==> config.mk <==
export PLATFORM = sky130hd
export DESIGN_NAME = hilo_mdu_flat
export DESIGN_NICKNAME = d
export VERILOG_FILES = /design/src/rtl/hilo_pkg.sv /design/src/rtl/hilo_if.sv /design/src/rtl/hilo_regfile.sv /design/src/rtl/hilo_mdu.sv /design/src/flat_wrapper.sv
export SDC_FILE = /design/constraint.sdc
export NUM_CORES = 1
export LEC_CHECK = 0
export ABC_AREA = 1
export CAP_MARGIN = 10
export CORE_ASPECT_RATIO = 0.75
export CORE_MARGIN = 10
export CORE_UTILIZATION = 25
export CTS_BUF_LIST = sky130_fd_sc_hd__clkbuf_4 sky130_fd_sc_hd__clkbuf_8
export DETAILED_ROUTE_END_ITERATION = 8
export PLACE_DENSITY_LB_ADDON = 0.05
export SYNTH_ARGS = -nofsm -noshare
export SYNTH_HDL_FRONTEND = slang
export SYNTH_SLANG_ARGS = --single-unit
==> constraint.sdc <==
create_clock -name clk -period 3 [get_ports clk]
set_clock_uncertainty 0.1 [all_clocks]
set_input_delay 0.9 -clock clk [delete_from_list [all_inputs] [get_ports clk]]
set_output_delay 0.9 -clock clk [all_outputs]
set_load 0.02 [all_outputs]
==> src/rtl/hilo_pkg.sv <==
// hilo_pkg: shared constants and types for the HI/LO multiply/divide unit.
// Forwarding on the read ports is enabled by defining HILO_FWD_EN.
package hilo_pkg;

  localparam int DW_DEF = 32;

  localparam logic [1:0] OP_MULTU = 2'b00;
  localparam logic [1:0] OP_MULT  = 2'b01;
  localparam logic [1:0] OP_DIVU  = 2'b10;
  localparam logic [1:0] OP_DIV   = 2'b11;

  typedef enum logic [1:0] {
    IDLE = 2'b00,
    CALC = 2'b01,
    FIX  = 2'b10
  } state_t;

endpackage

==> src/rtl/hilo_if.sv <==
// hilo_if: operation launch, direct HI/LO writes and gated reads.
// master = pipeline side, slave = hilo_mdu (HILO_FWD_EN affects slave only).
interface hilo_if
  import hilo_pkg::*;
#(
  parameter int DW = DW_DEF
);

  logic          start;
  logic [1:0]    op;
  logic [DW-1:0] src_a;
  logic [DW-1:0] src_b;
  logic          flush;
  logic          hi_we;
  logic          lo_we;
  logic [DW-1:0] hi_i;
  logic [DW-1:0] lo_i;
  logic          hi_re;
  logic          lo_re;
  logic          busy;
  logic          done;
  logic          div0;
  logic [DW-1:0] hi_o;
  logic [DW-1:0] lo_o;

  modport master (
    output start, op, src_a, src_b, flush,
    output hi_we, lo_we, hi_i, lo_i,
    output hi_re, lo_re,
    input  busy, done, div0, hi_o, lo_o
  );

  modport slave (
    input  start, op, src_a, src_b, flush,
    input  hi_we, lo_we, hi_i, lo_i,
    input  hi_re, lo_re,
    output busy, done, div0, hi_o, lo_o
  );

endinterface

==> src/rtl/hilo_regfile.sv <==
// hilo_regfile: HI/LO pair, direct writes beat the MDU result.
// With HILO_FWD_EN the read ports show the value being written this cycle.
module hilo_regfile #(
  parameter int DW = 32
) (
  input  logic          clk,
  input  logic          rst,
  input  logic          hi_we,
  input  logic          lo_we,
  input  logic [DW-1:0] hi_i,
  input  logic [DW-1:0] lo_i,
  input  logic          res_we,
  input  logic [DW-1:0] res_hi,
  input  logic [DW-1:0] res_lo,
  input  logic          hi_re,
  input  logic          lo_re,
  output logic [DW-1:0] hi_o,
  output logic [DW-1:0] lo_o
);

  logic [DW-1:0] hi_q, hi_d;
  logic [DW-1:0] lo_q, lo_d;
  logic [DW-1:0] hi_v, lo_v;

  // next value: younger direct write first, then the MDU result
  always_comb begin
    hi_d = hi_q;
    lo_d = lo_q;
    if (hi_we)       hi_d = hi_i;
    else if (res_we) hi_d = res_hi;
    if (lo_we)       lo_d = lo_i;
    else if (res_we) lo_d = res_lo;
  end

  // register update
  always_ff @(posedge clk) begin
    if (rst) begin
      hi_q <= '0;
      lo_q <= '0;
    end else begin
      hi_q <= hi_d;
      lo_q <= lo_d;
    end
  end

  // read data: forwarded or registered, gated by the read enables
  always_comb begin
`ifdef HILO_FWD_EN
    hi_v = hi_d;
    lo_v = lo_d;
`else
    hi_v = hi_q;
    lo_v = lo_q;
`endif
    hi_o = hi_re ? hi_v : '0;
    lo_o = lo_re ? lo_v : '0;
  end

endmodule

==> src/rtl/hilo_mdu.sv <==
// hilo_mdu: HI/LO registers with an iterative DW-step multiply/divide.
// Define HILO_FWD_EN to forward same-cycle writes onto hi_o/lo_o.
module hilo_mdu
  import hilo_pkg::*;
#(
  parameter int DW = DW_DEF
) (
  input logic   clk,
  input logic   rst,
  hilo_if.slave bus
);

  localparam int CW = $clog2(DW);

  state_t          state_q, state_d;
  logic [CW-1:0]   cnt_q, cnt_d;
  logic [DW-1:0]   m_q, m_d;
  logic [2*DW-1:0] p_q, p_d;
  logic            dv_q, dv_d;
  logic            na_q, na_d;
  logic            nb_q, nb_d;
  logic            z_q, z_d;

  logic            is_div;
  logic            sgn;
  logic            neg_a;
  logic            neg_b;
  logic [DW-1:0]   abs_a;
  logic [DW-1:0]   abs_b;
  logic [DW:0]     sum;
  logic [2*DW-1:0] mul_nxt;
  logic [DW:0]     shrem;
  logic [DW:0]     diff;
  logic            qbit;
  logic [DW-1:0]   rem;
  logic [2*DW-1:0] div_nxt;
  logic [2*DW-1:0] prod;
  logic [DW-1:0]   quo_s;
  logic [DW-1:0]   rem_s;
  logic            res_we;
  logic [DW-1:0]   res_hi;
  logic [DW-1:0]   res_lo;

  // operand decode and magnitude extraction
  always_comb begin
    is_div = (bus.op == OP_DIVU) || (bus.op == OP_DIV);
    sgn    = (bus.op == OP_MULT) || (bus.op == OP_DIV);
    neg_a  = sgn & bus.src_a[DW-1];
    neg_b  = sgn & bus.src_b[DW-1];
    abs_a  = neg_a ? -bus.src_a : bus.src_a;
    abs_b  = neg_b ? -bus.src_b : bus.src_b;
  end

  // one shift-add / restoring-subtract step on {hi,lo}
  always_comb begin
    sum     = {1'b0, p_q[2*DW-1:DW]}
            + (p_q[0] ? {1'b0, m_q} : '0);
    mul_nxt = {sum, p_q[DW-1:1]};
    shrem   = {p_q[2*DW-1:DW], p_q[DW-1]};
    diff    = shrem - {1'b0, m_q};
    qbit    = ~diff[DW];
    rem     = qbit ? diff[DW-1:0] : shrem[DW-1:0];
    div_nxt = {rem, p_q[DW-2:0], qbit};
  end

  // sign correction of the finished magnitudes
  always_comb begin
    prod   = (na_q ^ nb_q) ? -p_q : p_q;
    quo_s  = (na_q ^ nb_q) ? -p_q[DW-1:0] : p_q[DW-1:0];
    rem_s  = na_q ? -p_q[2*DW-1:DW] : p_q[2*DW-1:DW];
    res_hi = dv_q ? rem_s : prod[2*DW-1:DW];
    res_lo = dv_q ? quo_s : prod[DW-1:0];
  end

  // next-state and datapath control
  always_comb begin
    state_d = state_q;
    cnt_d   = cnt_q;
    m_d     = m_q;
    p_d     = p_q;
    dv_d    = dv_q;
    na_d    = na_q;
    nb_d    = nb_q;
    z_d     = 1'b0;
    unique case (state_q)
      IDLE: begin
        if (bus.start && !bus.flush) begin
          if (is_div && bus.src_b == '0) begin
            z_d = 1'b1;
          end else begin
            state_d = CALC;
            cnt_d   = '0;
            dv_d    = is_div;
            na_d    = neg_a;
            nb_d    = neg_b;
            m_d     = is_div ? abs_b : abs_a;
            p_d     = {{DW{1'b0}},
                       is_div ? abs_a : abs_b};
          end
        end
      end
      CALC: begin
        if (bus.flush) begin
          state_d = IDLE;
        end else begin
          p_d   = dv_q ? div_nxt : mul_nxt;
          cnt_d = cnt_q + CW'(1);
          if (cnt_q == CW'(DW - 1))
            state_d = FIX;
        end
      end
      FIX: begin
        state_d = IDLE;
      end
      default: begin
        state_d = IDLE;
      end
    endcase
  end

  // control outputs
  always_comb begin
    res_we   = (state_q == FIX) && !bus.flush;
    bus.busy = (state_q != IDLE);
    bus.done = res_we | z_q;
    bus.div0 = z_q;
  end

  // state and datapath registers
  always_ff @(posedge clk) begin
    if (rst) begin
      state_q <= IDLE;
      cnt_q   <= '0;
      m_q     <= '0;
      p_q     <= '0;
      dv_q    <= 1'b0;
      na_q    <= 1'b0;
      nb_q    <= 1'b0;
      z_q     <= 1'b0;
    end else begin
      state_q <= state_d;
      cnt_q   <= cnt_d;
      m_q     <= m_d;
      p_q     <= p_d;
      dv_q    <= dv_d;
      na_q    <= na_d;
      nb_q    <= nb_d;
      z_q     <= z_d;
    end
  end

  hilo_regfile #(.DW(DW)) u_regs (
    .clk    (clk),
    .rst    (rst),
    .hi_we  (bus.hi_we),
    .lo_we  (bus.lo_we),
    .hi_i   (bus.hi_i),
    .lo_i   (bus.lo_i),
    .res_we (res_we),
    .res_hi (res_hi),
    .res_lo (res_lo),
    .hi_re  (bus.hi_re),
    .lo_re  (bus.lo_re),
    .hi_o   (bus.hi_o),
    .lo_o   (bus.lo_o)
  );

endmodule

==> src/flat_wrapper.sv <==
// flat-port wrapper written by rule: the top's interface ports become plain ports
module hilo_mdu_flat import hilo_pkg::*;
#(
  parameter int DW = DW_DEF
)
  (clk, rst, bus_start, bus_op, bus_src_a, bus_src_b, bus_flush, bus_hi_we, bus_lo_we, bus_hi_i, bus_lo_i, bus_hi_re, bus_lo_re, bus_busy, bus_done, bus_div0, bus_hi_o, bus_lo_o);
  hilo_if #(.DW(DW)) bus_i ();
  input logic clk;
  input logic rst;
  input wire logic [$bits(bus_i.start)-1:0] bus_start;
  input wire logic [$bits(bus_i.op)-1:0] bus_op;
  input wire logic [$bits(bus_i.src_a)-1:0] bus_src_a;
  input wire logic [$bits(bus_i.src_b)-1:0] bus_src_b;
  input wire logic [$bits(bus_i.flush)-1:0] bus_flush;
  input wire logic [$bits(bus_i.hi_we)-1:0] bus_hi_we;
  input wire logic [$bits(bus_i.lo_we)-1:0] bus_lo_we;
  input wire logic [$bits(bus_i.hi_i)-1:0] bus_hi_i;
  input wire logic [$bits(bus_i.lo_i)-1:0] bus_lo_i;
  input wire logic [$bits(bus_i.hi_re)-1:0] bus_hi_re;
  input wire logic [$bits(bus_i.lo_re)-1:0] bus_lo_re;
  output wire logic [$bits(bus_i.busy)-1:0] bus_busy;
  output wire logic [$bits(bus_i.done)-1:0] bus_done;
  output wire logic [$bits(bus_i.div0)-1:0] bus_div0;
  output wire logic [$bits(bus_i.hi_o)-1:0] bus_hi_o;
  output wire logic [$bits(bus_i.lo_o)-1:0] bus_lo_o;
  assign bus_i.start = bus_start;
  assign bus_i.op = bus_op;
  assign bus_i.src_a = bus_src_a;
  assign bus_i.src_b = bus_src_b;
  assign bus_i.flush = bus_flush;
  assign bus_i.hi_we = bus_hi_we;
  assign bus_i.lo_we = bus_lo_we;
  assign bus_i.hi_i = bus_hi_i;
  assign bus_i.lo_i = bus_lo_i;
  assign bus_i.hi_re = bus_hi_re;
  assign bus_i.lo_re = bus_lo_re;
  assign bus_busy = bus_i.busy;
  assign bus_done = bus_i.done;
  assign bus_div0 = bus_i.div0;
  assign bus_hi_o = bus_i.hi_o;
  assign bus_lo_o = bus_i.lo_o;
  hilo_mdu #(.DW(DW)) u_core (.clk(clk), .rst(rst), .bus(bus_i));
endmodule
# Yosys cells after proc, flatten, opt, wreduce, memory -nomap -nowiden
# Cells that the tools add are included.
# totals
ff_bits	171
in_bits	138
output_inout_bits	67
word_cells	84
# op_classes
n_addsub	8
n_eq_ne	10
n_mux	32
bitwise_logic	8
reduce_logical	16
# ops
op	count
two-way mux 32 bit	16
two-way mux 64 bit	5
negation 32 bit	4
one-hot mux 64 bit (2 select lines)	1
negation 64 bit	1
adder 32 x 33 -> 33 bit	1
subtractor 33 x 32 -> 33 bit	1
zero test 32 bit	1
two-way mux 5 bit	3
one-hot mux 5 bit (2 select lines)	1
two-way mux 2 bit	4
nonzero test 2 bit	4
equality test 2 bit (second input constant)	3
AND reduction 3 bit	2
adder 5 x 1 -> 5 bit (second input constant)	1
equality test 5 bit (second input constant)	1
equality test 2 x 1 -> 1 bit (second input constant)	2
!= test 2 bit (second input constant)	2
inverter 1 bit	4
one-hot mux 2 bit (2 select lines)	1
AND reduction 4 bit	1
logical AND 1 bit	3
!= test 3 x 2 -> 1 bit (second input constant)	1
OR reduction 3 bit	1
8 further kinds	10

# Logic depth before layout (Yosys ltp)
# Gate-level depths: netlist (run 1).
# depth
depth_word	8
ltp_mapped	22
depth_no_buf	20

# Modules after synthesis
# A second synthesis (run 1) with hierarchy kept.
# hier_totals
hier_cells	3478
area_unflattened_um2	18799.3
# by_module_without_submodules
mod	n_inst	cells_per_inst	area_per_inst_um2	seq_area_each_um2
hilo_mdu	1	2858	15218.3	2142.1
hilo_regfile	1	620	3580.9	1281.2

# Least setup slack after synthesis (run 1)
# OpenSTA, ideal clock, no wires.
# synth_timing
kind	register to register
start	register u_core.p_q[0]
end	register u_core.p_q[59]
setup_time_ns	0.070
t_arrival_ns	2.475
required_time_ns	2.830
slack_ns	0.355
path_stages_with_launch	21
n_path_buf	2
period_less_slack_ns	2.645
cell_sequence	dfxtp_1 -> buf_2 -> clkbuf_1 -> nand2_1 -> inv_1 -> ha_1 -> inv_1 -> fa_1 -> inv_1 -> nand3_1 -> nand3_1 -> nand2_1 -> nand2_1 -> nand2_1 -> nand2_1 -> nand2_1 -> a21oi_1 -> nor2_1 -> nor2_1 -> nand2_1 -> a21oi_1
# synth_via
elab_chain_cells	5
# synth_lines
item	line	source
start: declaration	hilo_mdu.sv:18	logic [2*DW-1:0] p_q, p_d;
start signal: assignment	hilo_mdu.sv:144	p_q <= p_d;
two-way mux 32 bit	hilo_mdu.sv:57	+ (p_q[0] ? {1'b0, m_q} : '0);
adder 32 x 33 -> 33 bit	hilo_mdu.sv:57	
two-way mux 64 bit	hilo_mdu.sv:106	p_d = dv_q ? div_nxt : mul_nxt;
two-way mux 64 bit	hilo_mdu.sv:103	if (bus.flush) begin
one-hot mux 64 bit (2 select lines)	hilo_mdu.sv:85	unique case (state_q)
# Every way passes these cells. The select of a mux whose other input is x is not followed.
# A chain may end at the register's enable or synchronous reset.

# Worst setup path after layout (run 1)
# layout_timing
start	input bus_flush
end	output bus_done
# layout_via
elab_chain_cells	3
# layout_lines
item	line	source
start: declaration	flat_wrapper.sv:14	input wire logic [$bits(bus_i.flush)-1:0] bus_flush;
zero test 1 bit	hilo_mdu.sv:123	res_we = (state_q == FIX) && !bus.flush;
logical AND 1 bit	hilo_mdu.sv:123	
bitwise OR 1 bit	hilo_mdu.sv:125	bus.done = res_we | z_q;
end: declaration	flat_wrapper.sv:22	output wire logic [$bits(bus_i.done)-1:0] bus_done;
# Every way passes these cells.

==> flow_summary.toml, run 1 <==
[run_status]
outcome = "finished, final reports clean"

[drt]
vias = 23360
drc = 0
wl_met1_mm = 50.13
wl_mm = 96.67
wl_met2_mm = 38.24
initialDrtViolationCount = 2174
ant_nets = 0
routed.top_layer = "met5"
wire_per_inst_um = 19.43
drtPass1Iterations = 5
vias_per_cell = 4.697
wl_met3_mm = 6.709

[final_layout]
layout_common_cells = "nand2_1 (1201), inv_1 (582), buf_4 (389)"
n_fill_cell = 8640
drive_above_1_share = 0.1512
syn_to_final_growth_pct = 34.46
nets = 4192
n_antenna_cell = 0
mostFrequentLayoutCell = "nand2_1"
fin_cells = 4974

[synthesis]
ys_warn_count = 0
synth.distinct_cells = 58
ys.flop_type = "dfxtp_1"
avgSynthCellArea_um2 = 5.449
async_reset_ff_frac = 0
netlist_instances = 3470
ys_seq_area_frac = 0.1810
netlist_area_um2 = 18910
synth_nets = 3680
synth-edff-count = 0
ys_ff_latch = 171

[cts]
h-tree-depth = 4
cts_inserted_buffers = 17
cts_setup_buffers = 0
cts.hold.buffers_added = 0
cts_tree = "done"
root_buffer = "clkbuf_8"
clkLatencyLatePin_ns = 0.59
cts.clk_slew.worst_paths_ns = 0.10
cts.sinks = 171
clk_path_buf_depth = 2

[die]
io_pins = 205
die_h_um = 258.2
start_util = 0.2517
die_area_um2 = 87150
std_cell_rows = 87
die_w_um = 337.6
core_um2 = 75110

[setup_path]
crit_type = "input pin to output pin"
arrival_ns = 1.92
endpoint_kind = "output pin"
cp-start-kind = "input pin"
critPathMaxFanout = 2
required_ns = 2.00

[sta]
setup_viol = 0
final_max_slew_viol_count = 0
worst_pin_slew_ns = 0.6790
hold_slack_ns = 0.3846
max_freq_mhz = 343.0
slew_headroom = 0.5473
fin_crit_ns = 2.915
rsz0062_at_grt = "false"
setup_tns_ns = 0
finalHoldViolations = 0
min_period_over_period = 0.9718
fin_ws_ns = 0.08450

[worst_hold_path]
hold_class = "register to register"

[placement]
numPortBuffers = 204
numPlacedInstances = 4940
place_ws_ns = -0.3359
gp_congestion = 0.9163
dp_hpwl_mm = 81.35

[global_route]
grt_first_pass_wirelength_mm = 143.5
grt_usage = 0.2160
grt.overflow.total = 0
grt_max_degree = 50
first_global_vias = 21990
grt_antenna_before_repair = 1

[power_and_ir_drop]
finalPower_mw = 8.022
p_leak_nw = 13.03
vdd_ir_drop_max_uv = 338.2
power_density_nw_per_um2 = 315.5

[flow_run]
max-cap-violations = 0
cells in the mapped netlist, types with 27 or more instances:
cell type	instances	area, um2
nand2_1	1202	4512
inv_1	583	2188
nand3_1	303	1516
nor2_1	292	1096
a21oi_1	186	930.9
dfxtp_1	171	3423
o21ai_0	133	665.6
ha_1	70	875.8
clkbuf_1	62	232.7
o211ai_1	50	375.4
xor2_1	50	437.9
nand4_1	41	256.5
a31oi_1	40	250.2
nor3_1	32	160.2
buf_2	27	135.1
path summary, 6_finish.rpt:
check                           slack [ns]                endpoint             startpoint  cells past startpoint
worst max register to register        0.14  u_core.u_regs.hi_q[19]         u_core.p_q[19]                     11
worst min register to register        0.38   u_core.u_regs.hi_q[1]  u_core.u_regs.hi_q[1]                      2
worst min-delay path                  0.38   u_core.u_regs.hi_q[1]  u_core.u_regs.hi_q[1]                      2
worst max-delay path                  0.08                bus_done              bus_flush                      5
registers in the layout, indices dropped and copies added (netlist names):
name,flops
u_core.m_q,32
u_core.cnt_q,5
u_core.state_q,2
u_core.dv_q,1
u_core.u_regs.lo_q,32
u_core.na_q,1
u_core.bus.div0,1
u_core.nb_q,1
u_core.p_q,64
u_core.u_regs.hi_q,32
metrics by stage:
step                cell area (um2)  utilization
CTS                           25330       0.3372
global placement              24820       0.3305
floorplan                     18910            -
detailed placement            24820       0.3305
finish                        25420       0.3385
global route                  25420       0.3385
timing repair:
item                       CTS  global route
cloned                       0             2
setup endpoints to repair   65            79
gates resized for setup    193            15
cell families (layout without fill, tap and decap cells):
family / count (synthesis) / after routing / synth area share
AND/OR/NAND/NOR: 1946 / 1946 / 0.4314
buffers and inverters: 711 / 1236 / 0.1498
AO/OA/AOI/OAI: 499 / 499 / 0.1564
flip-flops: 171 / 171 / 0.1810
adder cells (fa/ha/maj): 72 / 72 / 0.04844
XOR/XNOR: 71 / 71 / 0.03289
power breakdown:
| group | switching, mW | leakage [nW] | internal (mW) |
|---|---|---|---|
| Combinational | 2.25 | 11.4 | 1.36 |
| Sequential | 0.134 | 1.40 | 2.40 |
| Clock | 1.16 | 0.212 | 0.719 |
critical path, stage by stage:
cell	delay, ns
clkdlybuf4s50_1	0.47
inv_1	0.06
nand3_1	0.12
nand2_1	0.07
clkdlybuf4s15_1	0.30
per-layer routing:
| metal | global-route usage | up-vias |
|---|---|---|
| met5 | 0.006715 | - |
| met4 | 0.04285 | 2 |
| met3 | 0.03921 | 61 |
| met2 | 0.3000 | 671 |
| met1 | 0.3354 | 10650 |
| li1 | - | 11990 |
area by class of cell:
class | count | area (um2) | share of cell area
Clock buffer | 17 | 234.0 | 0.009203
Clock inverter | 15 | 193.9 | 0.007628
Inverter | 593 | 2226 | 0.08755
Multi-Input combinational cell | 2588 | 12690 | 0.4992
Sequential cell | 171 | 3427 | 0.1348
Tap cell | 979 | 1225 | 0.04818
Timing Repair Buffer | 611 | 5428 | 0.2135
Power figures use the tool's default switching activity.
==> run 2, diff against run 1 <==
--- a/config.mk
+++ b/config.mk
@@ -10,7 +10,6 @@
 export CORE_ASPECT_RATIO = 0.75
 export CORE_MARGIN = 10
 export CORE_UTILIZATION = 25
-export CTS_BUF_LIST = sky130_fd_sc_hd__clkbuf_4 sky130_fd_sc_hd__clkbuf_8
 export DETAILED_ROUTE_END_ITERATION = 8
 export PLACE_DENSITY_LB_ADDON = 0.05
 export SYNTH_ARGS = -nofsm -noshare
==> run 2 against run 1 <==
Compared with the run above:
- sequential cell count stayed put
- first-iteration DRC count is 8.6% higher
- total power is 7.0% higher
- sequential share of layout area is 0.10 points lower
- final cell count stayed put
- count of clock-buffer cells in the layout stayed put
- via count is 0.33% higher
- critical endpoint unchanged
- largest power group unchanged
==> flow_summary.toml, run 2 (same netlist as run 1, synthesis figures left out) <==
[run_status]
outcome = "finished, final reports clean"

[cts]
cts_tree = "done"
cts.clk_slew.worst_paths_ns = 0.08
cts.sinks = 171
clk_path_buf_depth = 2
cts.hold.buffers_added = 0
h-tree-depth = 4
root_buffer = "clkbuf_16"
clkLatencyLatePin_ns = 0.51
cts_setup_buffers = 0
cts_inserted_buffers = 17

[die]
die_area_um2 = 87150
std_cell_rows = 87
start_util = 0.2517
die_h_um = 258.2
die_w_um = 337.6
io_pins = 205
core_um2 = 75110

[final_layout]
layout_common_cells = "nand2_1 (1201), inv_1 (582), buf_4 (389)"
mostFrequentLayoutCell = "nand2_1"
n_antenna_cell = 0
largest_register_ffs = 64
drive_above_1_share = 0.1517
fin_util = 0.3411
n_fill_cell = 8618
nets = 4192
syn_to_final_growth_pct = 35.51
regMostFlops = "u_core.p_q"

[sta]
rsz0062_at_grt = "false"
slew_headroom = 0.5472
finalHoldViolations = 0
setup_tns_ns = 0
final_max_slew_viol_count = 0
fin_crit_ns = 2.916
max_freq_mhz = 343.0
min_period_over_period = 0.9719
setup_viol = 0
worst_pin_slew_ns = 0.6791
fin_ws_ns = 0.08434

[global_route]
grt_antenna_before_repair = 1
first_global_vias = 21980
grt_max_degree = 50
grt_first_pass_wirelength_mm = 143.6
grt.overflow.total = 0
grt_usage = 0.2164

[drt]
initialDrtViolationCount = 2360
wire_per_inst_um = 19.45
vias = 23440
vias_per_cell = 4.713
drtPass1Iterations = 6
ant_nets = 0
wl_mm = 96.76
drc = 0

[setup_path]
cp-start-kind = "input pin"
critPathMaxFanout = 2
endpoint_kind = "output pin"
crit_type = "input pin to output pin"
arrival_ns = 1.92
ff2ff_setup_slack_ns = 0.12
required_ns = 2.00

[power_and_ir_drop]
vdd_ir_drop_max_uv = 383.8
pwr-share-comb = 0.421
intPower_mw = 4.964
clkPwrFrac = 0.284
power_density_nw_per_um2 = 334.9
p_leak_nw = 13.11
p_sw_mw = 3.618
pwr-share-seq = 0.295
sw_frac_of_total = 0.4216

[placement]
numPortBuffers = 204
place_ws_ns = -0.3359
gp_congestion = 0.9163
dp_hpwl_mm = 81.35

[flow_run]
max-cap-violations = 0

[worst_hold_path]
hold_class = "register to register"
## run 2: changes by cell type in the layout (fill, tap and decap cells not counted), moves of 2 or more
| cell | previous run | this run |
|---|---|---|
| clkbuf_16 | 2 | 19 |
| clkbuf_8 | 17 | 0 |
| nor2_1 | 290 | 288 |
| nor2_2 | 11 | 13 |
## run 2: area by class of cell
class	count	area [um2]	share of cell area
multi-input combinational	2588	12700	0.4956
timing repair buffer	611	5428	0.2118
sequential	171	3427	0.1337
inverter	593	2226	0.08687
tap	979	1225	0.04780
clock buffer	17	425.4	0.01660
clock inverter	15	193.9	0.007569
## run 2: final timing paths
kind,to,from,depth (start not counted)
max,bus_done,bus_flush,5
min,u_core.u_regs.lo_q[8],u_core.u_regs.lo_q[8],2
max reg2reg,u_core.p_q[58],u_core.p_q[0],17
min reg2reg,u_core.u_regs.lo_q[8],u_core.u_regs.lo_q[8],2
## run 2: power groups by stage
| stage | Combinational (mW) | Clock, mW | Sequential, mW |
|---|---|---|---|
| 5_1_grt | 3.95 | 2.59 | 2.55 |
| 3_3_place_gp | 3.57 | 0 | 2.59 |
| 6_report | 3.61 | 2.44 | 2.54 |
| 2_1_floorplan | 1.93 | 0 | 2.53 |
| 4_1_cts | 3.55 | 2.51 | 2.53 |
| 3_5_place_dp | 3.55 | 0 | 2.58 |
## run 2: metrics by stage
step / cells / hold slack, ns / instance area [um2] / power (mW)
after detailed placement: 4940 / 0.3688 / 24820 / 6.133
after global routing: 4974 / 0.3900 / 25620 / 9.094
after global placement: 4940 / 0.3702 / 24820 / 6.162
after floorplan: 3470 / 0.3456 / 18910 / 4.453
after CTS: 4972 / 0.3807 / 25520 / 8.596
final: 4974 / 0.3848 / 25620 / 8.582
## run 2: metal layers
| metal | wire (um) | global-route usage | vias to the layer above |
|---|---|---|---|
| met3 | 6631 | 0.04086 | 58 |
| met4 | 1536 | 0.04455 | 0 |
| li1 | - | - | 12000 |
| met5 | 0 | 0 | - |
| met2 | 38380 | 0.3000 | 666 |
| met1 | 50210 | 0.3354 | 10720 |
## run 2: worst max-delay path, stage by stage
cell and delay, ns:
clkdlybuf4s50_1 0.47, inv_1 0.06, nand3_1 0.12, nand2_1 0.07, clkdlybuf4s15_1 0.30
## run 2: timing repair
| action | in CTS | in global routing |
|---|---|---|
| gates resized for setup | 193 | 16 |
| endpoints found under the hold margin | 0 | 0 |
| setup endpoints to repair | 65 | 95 |
| cloned | 0 | 2 |
